===== config.mk =====
export PLATFORM = sky130hd
export DESIGN_NAME = network_bf_out_param
export DESIGN_NICKNAME = d
export VERILOG_FILES = /design/src/rtl/network_bf_out_param.sv
export SDC_FILE = /design/constraint.sdc
export NUM_CORES = 1
export LEC_CHECK = 0
export CAP_MARGIN = 10
export CORE_ASPECT_RATIO = 2
export CORE_MARGIN = 2
export CORE_UTILIZATION = 59
export CTS_CLUSTER_DIAMETER = 50
export DETAILED_ROUTE_END_ITERATION = 10
export HOLD_SLACK_MARGIN = 0.12
export PLACE_DENSITY = 0.85
export SKIP_LAST_GASP = 1
export SYNTH_ARGS = -nofsm -noshare
export SYNTH_HDL_FRONTEND = slang
export SYNTH_SLANG_ARGS = --single-unit

===== constraint.sdc =====
create_clock -name clk -period 15 [get_ports clk]
set_input_delay 1.5 -clock clk [delete_from_list [all_inputs] [get_ports clk]]
set_output_delay 1.5 -clock clk [all_outputs]
set_load 0.02 [all_outputs]

===== src/rtl/network_bf_out_param.sv =====
// -----------------------------------------------------------------------------
// network_bf_out_param
//   Output-routing crossbar behind a bank of NUM_BF radix-2 butterflies.
//   Each of the NUM_OUT = 2*NUM_BF output lanes selects one butterfly
//   upper/lower result. Per-lane select words travel down a SEL_DELAY-deep
//   delay line so they meet the butterfly results they were issued for.
//   A global enable freezes every register so the block follows butterfly
//   stalls.
//
//   Optional build macro: BF_OUT_CONFLICT_CHK_EN
//     defined   -> sticky 'conflict' flag for duplicate or out-of-range
//                  lane selects on valid words, cleared by conflict_clr
//     undefined -> conflict tied low, conflict_clr ignored, no comparators
// -----------------------------------------------------------------------------
module network_bf_out_param #(
    parameter  int DATA_WIDTH = 12,
    parameter  int NUM_BF     = 2,
    parameter  int SEL_DELAY  = 13,
    localparam int NUM_OUT    = 2 * NUM_BF,
    localparam int SEL_W      = (NUM_OUT > 1) ? $clog2(NUM_OUT) : 1
) (
    input  logic                          clk,
    input  logic                          rst,
    input  logic                          en,
    input  logic                          sel_valid,
    input  logic [NUM_OUT*SEL_W-1:0]      sel,
    input  logic [NUM_BF*DATA_WIDTH-1:0]  bf_upper,
    input  logic [NUM_BF*DATA_WIDTH-1:0]  bf_lower,
    input  logic                          conflict_clr,
    output logic [NUM_OUT*DATA_WIDTH-1:0] dout,
    output logic                          dout_valid,
    output logic                          conflict
);

    // One delay-line entry: a routing word and whether it is a real request.
    typedef struct packed {
        logic                     valid;
        logic [NUM_OUT*SEL_W-1:0] sel;
    } stage_t;

    stage_t                        stage_q [SEL_DELAY];
    stage_t                        stage_d [SEL_DELAY];
    stage_t                        last_stage;
    logic [SEL_W-1:0]              lane_sel [NUM_OUT];
    logic [NUM_OUT*DATA_WIDTH-1:0] route_d;
    logic [NUM_OUT*DATA_WIDTH-1:0] dout_q;
    logic                          dout_valid_q;

    // Next state of the delay line: new word enters stage 0, the rest shift by one.
    always_comb begin
        stage_d[0] = '{valid: sel_valid, sel: sel};
        for (int i = 1; i < SEL_DELAY; i++) begin
            stage_d[i] = stage_q[i-1];
        end
    end

    // Delay line registers; advance only on enabled edges.
    always_ff @(posedge clk or posedge rst) begin
        if (rst) begin
            // NOTE: every stage is reset (not just the valid bits) so in-flight
            // selects are discarded and stale routing never reaches dout.
            for (int i = 0; i < SEL_DELAY; i++) begin
                stage_q[i] <= '0;
            end
        end else if (en) begin
            stage_q <= stage_d;
        end
    end

    assign last_stage = stage_q[SEL_DELAY-1];

    // Unpack the aligned routing word into per-lane selects.
    always_comb begin
        for (int i = 0; i < NUM_OUT; i++) begin
            lane_sel[i] = last_stage.sel[i*SEL_W +: SEL_W];
        end
    end

    // Lane muxes: s = 2k picks butterfly k lower, s = 2k+1 picks upper,
    // anything >= NUM_OUT matches no source and stays zero.
    always_comb begin
        // NOTE: default-assign the whole vector first so no lane can infer a latch.
        route_d = '0;
        for (int lane = 0; lane < NUM_OUT; lane++) begin
            for (int k = 0; k < NUM_BF; k++) begin
                if (int'(lane_sel[lane]) == 2 * k) begin
                    route_d[lane*DATA_WIDTH +: DATA_WIDTH] = bf_lower[k*DATA_WIDTH +: DATA_WIDTH];
                end
                if (int'(lane_sel[lane]) == 2 * k + 1) begin
                    route_d[lane*DATA_WIDTH +: DATA_WIDTH] = bf_upper[k*DATA_WIDTH +: DATA_WIDTH];
                end
            end
        end
    end

    // Registered outputs; hold during stalls.
    always_ff @(posedge clk or posedge rst) begin
        if (rst) begin
            dout_q       <= '0;
            dout_valid_q <= 1'b0;
        end else if (en) begin
            dout_q       <= route_d;
            dout_valid_q <= last_stage.valid;
        end
    end

    assign dout       = dout_q;
    assign dout_valid = dout_valid_q;

`ifdef BF_OUT_CONFLICT_CHK_EN
    logic conflict_hit;
    logic conflict_q;

    // Illegal routing: any lane out of range, or two lanes sharing a source.
    always_comb begin
        conflict_hit = 1'b0;
        for (int i = 0; i < NUM_OUT; i++) begin
            if (int'(lane_sel[i]) >= NUM_OUT) begin
                conflict_hit = 1'b1;
            end
            for (int j = i + 1; j < NUM_OUT; j++) begin
                if (lane_sel[i] == lane_sel[j]) begin
                    conflict_hit = 1'b1;
                end
            end
        end
    end

    // Sticky flag, raised alongside the offending dout; a new hit beats a clear.
    always_ff @(posedge clk or posedge rst) begin
        if (rst) begin
            conflict_q <= 1'b0;
        end else if (en) begin
            if (last_stage.valid && conflict_hit) begin
                conflict_q <= 1'b1;
            end else if (conflict_clr) begin
                conflict_q <= 1'b0;
            end
        end
    end

    assign conflict = conflict_q;
`else
    logic unused_conflict_clr;

    assign unused_conflict_clr = conflict_clr;
    assign conflict            = 1'b0;
`endif

endmodule


* After elaboration in Yosys (flattened, before gate mapping)
Cells that the tools add are included.
** Storage, ports and cells
- Register bits :: 166
- Input port bits :: 61
- Output and inout port bits :: 50
- Word-level logic and storage cells :: 60
** Operators by class
- Equality and inequality tests :: 12
- Multiplexer cells :: 16
- Reduce and logical (&&, ||, !) cells :: 4
** Operator list (number)
- 12-bit two-way mux :: 16
- 2-bit equality test, second input constant :: 8
- 2-bit by 1-bit equality test with 1-bit output, second input constant :: 4
- 2-bit logical NOT :: 4

* Logic depth before layout (Yosys ltp)
Gate-level depths: netlist of run 1.
- Word-level depth :: 5
- Gate-level depth with buffers :: 5
- Mapped depth without buffers :: 2

* Worst setup path before layout of run 1
No wires, ideal clock.
- Path type :: input port to flip-flop
- Start point :: input port en
- End point :: register dout_valid_q (netlist: dout_valid)
- Library setup time :: 0.125 ns
- Data arrival time :: 2.098 ns
- Data required time :: 14.875 ns
- Slack :: 12.778 ns
- Stages on the path :: 3
- Path buffers :: 2
- Path through :: buf_6 buf_6 mux2_2
** RTL lines
- start, declared :: line 24 : input logic en,
- end signal, assigned :: line 103 : dout_valid_q <= last_stage.valid;
- end, declared :: line 47 : logic dout_valid_q;
No word-level cell between the ends.

==> flow_summary.json, run 1 <==
{
  "htree_levels": 4,
  "syn_to_final_growth_pct": 19.5,
  "fmax_ghz": 0.264,
  "cts_hold_buf": 0,
  "period_needed_ps": 3790,
  "drt-initial-drc-count": 200,
  "vias": 4707,
  "gp_congestion": 0.876,
  "grt_overflow": 0,
  "nets": 680,
  "post-route-util_pct": 72.2,
  "crit-reg2reg-capture": "dout[46]",
  "clock-sinks": 166,
  "hold_depth": 2,
  "grt.total_usage_pct": 23.0,
  "place_area_mm2": 0.00880,
  "start_util_pct": 60.4,
  "ys_seq_area_share_pct": 53.0,
  "dp_cells": 752,
  "worst_pin_slew_ps": 1060,
  "path_clk_slew_ps": 70,
  "yosysMostFrequentCell": "dfrtp_1",
  "io_pins": 111,
  "ant_nets": 0,
  "hold_start": "dout[4]",
  "worst_slack_ps": 11210,
  "hold_viol": 0,
  "postSynth.asyncResetShare_pct": 100,
  "finalCritPeriodShare_pct": 25.2,
  "fin_cells": 784,
  "total_power_mw": 1.85,
  "netlist_instances": 526,
  "die_w_um": 85.5,
  "fin_tns_setup_ps": 0,
  "cts_setup_buffers": 0,
  "skew_ps": 11.0,
  "wl_per_cell_um": 20.2,
  "r2r_cells": 2,
  "clkLatencyLatePin_ps": 420,
  "met3WireLength_um": 757,
  "root_buffer": "clkbuf_16",
  "worst_hold_slack_ps": 502,
  "p_per_area_mw_per_mm2": 197,
  "setup_viol": 0,
  "reg2reg_slack_ps": 13470,
  "top_layer_used": "met4",
  "pre_cts_ws_ps": 10820,
  "cp-end-kind": "register",
  "drive_gt1_share_pct": 32.0,
  "drtPass1Iterations": 4,
  "fin_area_mm2": 0.00938,
  "synth_area_mm2": 0.00785,
  "fp-row-count": 59,
  "met1_length_mm": 6.11,
  "dr_wl_met2_mm": 8.72,
  "cp-start-kind": "input pin",
  "ys_types": 13,
  "synth_top_area_share_pct": 53.0,
  "via_per_inst": 6.00,
  "cp.required_ps": 15320,
  "wl_mm": 15.8,
  "grt_max_degree": 99,
  "yosys_most_used_dff": "dfrtp_1",
  "rsz0062_at_grt": "no",
  "cts-buffers-inserted": 17,
  "ys_ff_latch": 166,
  "crit_arrival_ps": 4110,
  "cts_max_path_buffers": 2,
  "max_slew_margin_pct": 29.4,
  "hold_path_end": "dout[4]",
  "antenna_found_initial": 0,
  "coreArea_mm2": 0.0130,
  "synth_area_leaders": "dfrtp_1 (53%), mux2_2 (17%), mux2i_1 (12%)",
  "netlist_top_cells_count": "dfrtp_1 (166), mux2_2 (118), mux2i_1 (96), nand2b_1 (51), o221ai_2 (40)",
  "p_leak_nw": 3.95,
  "antenna_cells": 0,
  "die_h_um": 167,
  "synth_top_cell_by_area": "dfrtp_1",
  "synth_edf_count": 0,
  "syn_nets": 587,
  "grt_pass1_wl_mm": 25.8,
  "io_buffers": 108,
  "r2r_start": "lane_sel[0]",
  "drc": 0,
  "hp-class": "register to register",
  "critPathMaxFanout": 98,
  "yosys_warnings": 0,
  "criticalPathCategory": "input pin to register",
  "hpwl_mm": 10.4,
  "cts_tree": "done",
  "dieArea_mm2": 0.0143,
  "cts_resized": 0,
  "status": "finished clean",
  "syn_area_per_cell_um2": 14.9,
  "irDropWorstVdd_mv": 0.133,
  "drv_slew": 0,
  "grt_pass1_vias": 5047,
  "drv_cap": 0
}
cells in the final DEF, fill, tap and decap left out:
cell type,Yosys,routed
buf_4,13,6
buf_6,23,1
bufinv_16,0,1
clkbuf_16,0,17
clkdlybuf4s50_1,0,107
clkinv_2,0,2
clkinv_4,0,1
clkinvlp_4,0,2
conb_1,1,1
dfrtp_1,166,166
inv_6,0,5
inv_8,0,5
mux2_2,118,118
mux2i_1,96,96
nand2_2,4,4
nand2b_1,51,51
o221ai_1,8,8
o221ai_2,40,40
or2b_1,1,1
layer usage:
metal	track usage [%]	up-vias
li1	-	2130
met5	0	-
met3	5.00	15
met2	40.0	129
met1	28.1	2433
met4	7.38	0
state kept, by name (all words and copies together) (netlist names):
name and flops:
dout_valid 1, stage_d 108, lane_sel 8, dout 48, last_stage 1
final cells by class:
class / count / area [um^2]
clock buffers: 17 / 425
well taps: 152 / 190
flip-flops and latches: 166 / 4150
multi-input cells: 319 / 3320
fillers: 870 / 3620
clock inverters: 15 / 155
inverters: 1 / 8.76
repair buffers: 114 / 1130
cell families after synthesis:
| kind of cell | Yosys count | share of synthesized area (%) |
|---|---|---|
| DFF | 166 | 53.0 |
| AOI/OAI and AO/OA | 48 | 8.55 |
| other | 1 | 0.0478 |
| buffers and inverters | 41 | 4.78 |
| muxes | 214 | 29.2 |
| and+or+nand+nor | 56 | 4.48 |
critical path, cell delays in order:
cell      delay [ps]
buf_6            430
buf_4            890
nand2b_1         750
o221ai_1         420
how the worst max path moves through the flow:
stage | slack, ps | from | end
floorplan | 9010 | rst | dout[0]
global placement | 10940 | en | dout[21]
detailed placement | 10820 | en | dout[21]
CTS | 11260 | en | dout[21]
global route | 11070 | en | dout[21]
finish | 11210 | en | dout[21]
report_power, final:
part / switching [mW] / total (mW) / internal [mW]
clock: 0.191 / 0.427 / 0.236
combinational: 0.344 / 0.698 / 0.354
sequential: 0.101 / 0.726 / 0.626
No activity file was read; power rests on OpenSTA's default activity.
==> run 2, diff against run 1 <==
--- a/config.mk
+++ b/config.mk
@@ -8,11 +8,11 @@
 export CAP_MARGIN = 10
 export CORE_ASPECT_RATIO = 2
 export CORE_MARGIN = 2
-export CORE_UTILIZATION = 59
+export CORE_UTILIZATION = 50
 export CTS_CLUSTER_DIAMETER = 50
 export DETAILED_ROUTE_END_ITERATION = 10
 export HOLD_SLACK_MARGIN = 0.12
-export PLACE_DENSITY = 0.85
+export PLACE_DENSITY = 0.77
 export SKIP_LAST_GASP = 1
 export SYNTH_ARGS = -nofsm -noshare
 export SYNTH_HDL_FRONTEND = slang
==> constraint.sdc (replaced) <==
create_clock -name clk -period 3.25 [get_ports clk]
set_input_delay 0.325 -clock clk [delete_from_list [all_inputs] [get_ports clk]]
set_output_delay 0.325 -clock clk [all_outputs]
set_load 0.02 [all_outputs]
==> flow_summary.json, run 2 (synthesized netlist as in run 1, its figures left out) <==
{
  "coreArea_mm2": 0.0153,
  "worst-path-buf-inv": 1,
  "power.internal_mw": 5.83,
  "switching_share_pct": 32.4,
  "finalCritPeriodShare_pct": 56.2,
  "cp.required_ps": 3510,
  "wl_per_cell_um": 18.3,
  "fillers": 1148,
  "cts_tree": "done",
  "die_h_um": 181,
  "cts_setup_buffers": 0,
  "drv_slew": 0,
  "worst_pin_slew_ps": 994,
  "r2r_start": "lane_sel[3]",
  "r2r_cells": 3,
  "max_stage_delay_ps": 910,
  "status": "finished clean",
  "crit_chain": "buf_4 > mux2i_1 > o221ai_2",
  "total_power_mw": 8.62,
  "clock-sinks": 166,
  "grt_max_degree": 98,
  "p_leak_nw": 4.00,
  "grt_pass1_wl_mm": 25.7,
  "drive_gt1_share_pct": 32.6,
  "crit-reg2reg-capture": "dout[33]",
  "p_per_area_mw_per_mm2": 903,
  "wl_mm": 15.3,
  "worst_slack_ps": 1420,
  "dieArea_mm2": 0.0168,
  "period_needed_ps": 1830,
  "path_clk_slew_ps": 60,
  "hpwl_mm": 10.7,
  "cts_resized": 0,
  "grt_pass1_vias": 5112,
  "clkLatencyLatePin_ps": 420,
  "fmax_ghz": 0.547,
  "setup_viol": 0,
  "reg2reg_slack_ps": 1420,
  "io_pins": 111,
  "skew_ps": 12.4,
  "vias": 4655,
  "cts_hold_buf": 0,
  "critPathSlowestCell": "dfrtp_1",
  "hp-class": "input pin to async pin",
  "p_comb_share_pct": 36.7,
  "cts_max_path_buffers": 2,
  "grt_overflow": 0,
  "io_buffers": 108,
  "clkPwrFrac_pct": 24.2,
  "sequentialPowerShare_pct": 39.1,
  "drt-initial-drc-count": 139,
  "start_util_pct": 51.3,
  "antenna_found_initial": 0,
  "crit_arrival_ps": 2090,
  "cp-start-kind": "register",
  "switchingPower_mw": 2.79,
  "die_w_um": 92.6,
  "ant_nets": 0,
  "drv_cap": 0,
  "final_cell_mix": "dfrtp_1 (166), mux2_2 (118), clkdlybuf4s50_1 (107)",
  "rsz0062_at_grt": "no",
  "drtPass1Iterations": 6,
  "largest_reg_flops": 108,
  "criticalPathCategory": "register to register",
  "pre_cts_ws_ps": 1090,
  "root_buffer": "clkbuf_16",
  "hold_viol": 0,
  "path_delay_family": "flip-flops",
  "htree_levels": 4,
  "grt.total_usage_pct": 19.5,
  "drc": 0,
  "nets": 687,
  "gp_congestion": 0.826,
  "irDropWorstVdd_mv": 0.494,
  "final_common_cell": "dfrtp_1",
  "post-route-util_pct": 62.4,
  "fin_tns_setup_ps": 0,
  "antenna_cells": 0,
  "syn_to_final_growth_pct": 21.7,
  "cp-end-kind": "register",
  "critPathMaxFanout": 16,
  "fp-row-count": 64,
  "cts-buffers-inserted": 17,
  "via_per_inst": 5.56,
  "max_slew_margin_pct": 33.6
}
run 2: cell type report:
class / instances / area, um^2 / share of cell area, %
flip-flops and latches: 166 / 4150 / 43.5
multi-input cells: 319 / 3320 / 34.7
repair buffers: 121 / 1190 / 12.5
clock buffers: 22 / 484 / 5.07
well taps: 198 / 248 / 2.60
clock inverters: 10 / 144 / 1.51
inverters: 1 / 7.51 / 0.0786
run 2: how the worst max path moves through the flow:
stage,to,startpoint,cells after the start,slack (ps)
2_1_floorplan,dout[0],rst,1,810
4_1_cts,dout[33],lane_sel[3],3,1430
3_3_place_gp,dout[47],en,3,1160
3_5_place_dp,dout[46],en,3,1090
5_1_grt,dout[32],lane_sel[3],3,1340
6_report,dout[33],lane_sel[3],3,1420
run 2: worst reg2reg max path, stage by stage, from the launching register on:
cell and delay [ps]:
dfrtp_1 910, buf_4 370, mux2i_1 270, o221ai_2 130
run 2: routing by layer:
layer | up-vias | track usage [%] | share of wire, %
met5 | - | 0 | 0
met4 | 0 | 5.55 | 1.6
met3 | 19 | 4.42 | 4.1
met2 | 110 | 35.4 | 55
met1 | 2390 | 22.7 | 39
li1 | 2136 | - | -
run 2: power groups by stage:
stage / Combinational (mW) / Sequential, mW / Clock (mW)
floorplan: 1.93 / 3.62 / 0
global placement: 3.10 / 3.35 / 0
detailed placement: 3.20 / 3.41 / 0
CTS: 3.21 / 3.37 / 2.13
global route: 3.39 / 3.47 / 2.24
finish: 3.16 / 3.37 / 2.09
run 2: stage by stage:
stage	cell area [um^2]	hold WS, ps	cells
floorplan	7850	475	526
global placement	8920	482	805
detailed placement	8920	490	805
CTS	9550	504	837
global route	9550	505	837
finish	9550	500	837
==> run 3, diff against run 2 <==
==> constraint.sdc (replaced) <==
create_clock -name clk -period 1.65 [get_ports clk]
set_input_delay 0.165 -clock clk [delete_from_list [all_inputs] [get_ports clk]]
set_output_delay 0.165 -clock clk [all_outputs]
set_load 0.02 [all_outputs]
==> flow_summary.json, run 3 (synthesized netlist as in run 1, its figures left out) <==
{
  "fmax_ghz": 0.630,
  "worst_slack_ps": 63.2,
  "io_buffers": 108,
  "p_per_area_mw_per_mm2": 1760,
  "skew_ps": 9.79,
  "antenna_found_initial": 0,
  "crit-reg2reg-capture": "dout[10]",
  "irDropWorstVdd_mv": 0.899,
  "pre_cts_ws_ps": 88.2,
  "via_per_inst": 5.61,
  "largest_reg_flops": 108,
  "cts_setup_buffers": 0,
  "max_slew_margin_pct": 46.9,
  "multiInputGateArea_mm2": 0.00332,
  "period_needed_ps": 1590,
  "path_delay_family": "buffers and inverters",
  "cp.required_ps": 1480,
  "drc": 0,
  "fp-row-count": 64,
  "hpwl_mm": 11.1,
  "place_area_mm2": 0.00904,
  "grt_pass1_vias": 5111,
  "regArea_mm2": 0.00415,
  "reg2reg_slack_ps": 250,
  "critPathMaxFanout": 2,
  "fin_tns_setup_ps": 0,
  "cts_tree": "done",
  "grt_pass1_wl_mm": 25.8,
  "p_leak_nw": 4.04,
  "final_cell_mix": "dfrtp_1 (166), mux2_2 (118), clkdlybuf4s50_1 (107)",
  "critPathSlowestCell": "clkdlybuf4s50_1",
  "status": "finished clean",
  "die_h_um": 181,
  "cts_hold_buf": 0,
  "fillers": 1171,
  "worst-path-buf-inv": 1,
  "coreArea_mm2": 0.0153,
  "io_pins": 111,
  "wl_per_cell_um": 18.6,
  "antenna_cells": 0,
  "cts_max_path_buffers": 2,
  "gp_congestion": 0.855,
  "worst_hold_slack_ps": 125,
  "syn_to_final_growth_pct": 22.5,
  "cp-start-kind": "register",
  "vias": 4721,
  "path_clk_slew_ps": 60,
  "hp-class": "input pin to async pin",
  "total_power_mw": 16.9,
  "cp-end-kind": "primary output",
  "grt_max_degree": 46,
  "rsz0062_at_grt": "no",
  "finalCritPeriodShare_pct": 96.2,
  "fin_area_mm2": 0.00961,
  "nets": 693,
  "drt-initial-drc-count": 143,
  "clock-sinks": 166,
  "dieArea_mm2": 0.0168,
  "clkLatencyLatePin_ps": 420,
  "r2r_start": "lane_sel[6]",
  "drive_gt1_share_pct": 33.1,
  "root_buffer": "clkbuf_16",
  "htree_levels": 4,
  "die_w_um": 92.6,
  "criticalPathCategory": "register to primary output",
  "start_util_pct": 51.3,
  "cts-buffers-inserted": 17,
  "r2r_cells": 2,
  "ant_nets": 0,
  "drv_cap": 0,
  "worst_pin_slew_ps": 796,
  "max_stage_delay_ps": 620,
  "cts_resized": 0,
  "crit_chain": "clkdlybuf4s50_1",
  "drtPass1Iterations": 4,
  "setup_viol": 0,
  "drv_slew": 0,
  "grt_overflow": 0,
  "grt.total_usage_pct": 19.5,
  "wl_mm": 15.7,
  "hold_viol": 0,
  "crit_arrival_ps": 1420,
  "final_common_cell": "dfrtp_1"
}
## run 3: final cells by class
cell class | instances | area share [%]
inverter | 1 | 0.0781
timing repair buffer | 127 | 13.7
tap | 198 | 2.58
clock inverter | 12 | 1.35
multi-input combinational | 319 | 34.5
clock buffer | 19 | 4.61
sequential | 166 | 43.2
## run 3: per-stage QoR
step | instances | util [%]
global route | 842 | 62.8
floorplan | 526 | -
finish | 842 | 62.8
global placement | 811 | 59.1
detailed placement | 811 | 59.1
CTS | 842 | 62.8
## run 3: worst max-delay path by stage
stage / start / endpoint / depth (start not counted)
2_1_floorplan: rst / dout[0] / 1
3_3_place_gp: en / dout[34] / 4
3_5_place_dp: en / dout[34] / 4
4_1_cts: dout[35] / dout[35] / 1
5_1_grt: dout[25] / dout[25] / 1
6_report: dout[35] / dout[35] / 1
## run 3: power by group
group          leakage, nW  total, mW  switching, mW  internal (mW)
sequential            1.99       6.60          0.907           5.69
clock                0.279       3.81           1.56           2.26
combinational         1.76       6.47           3.10           3.37
## run 3: metal layers
metal | vias to the layer above | track usage, % | part of all wire (%)
li1 | 2150 | - | -
met1 | 2430 | 22.1 | 39
met2 | 112 | 35.3 | 54
met3 | 29 | 3.59 | 3.8
met4 | 0 | 8.48 | 2.8
met5 | - | 0 | 0
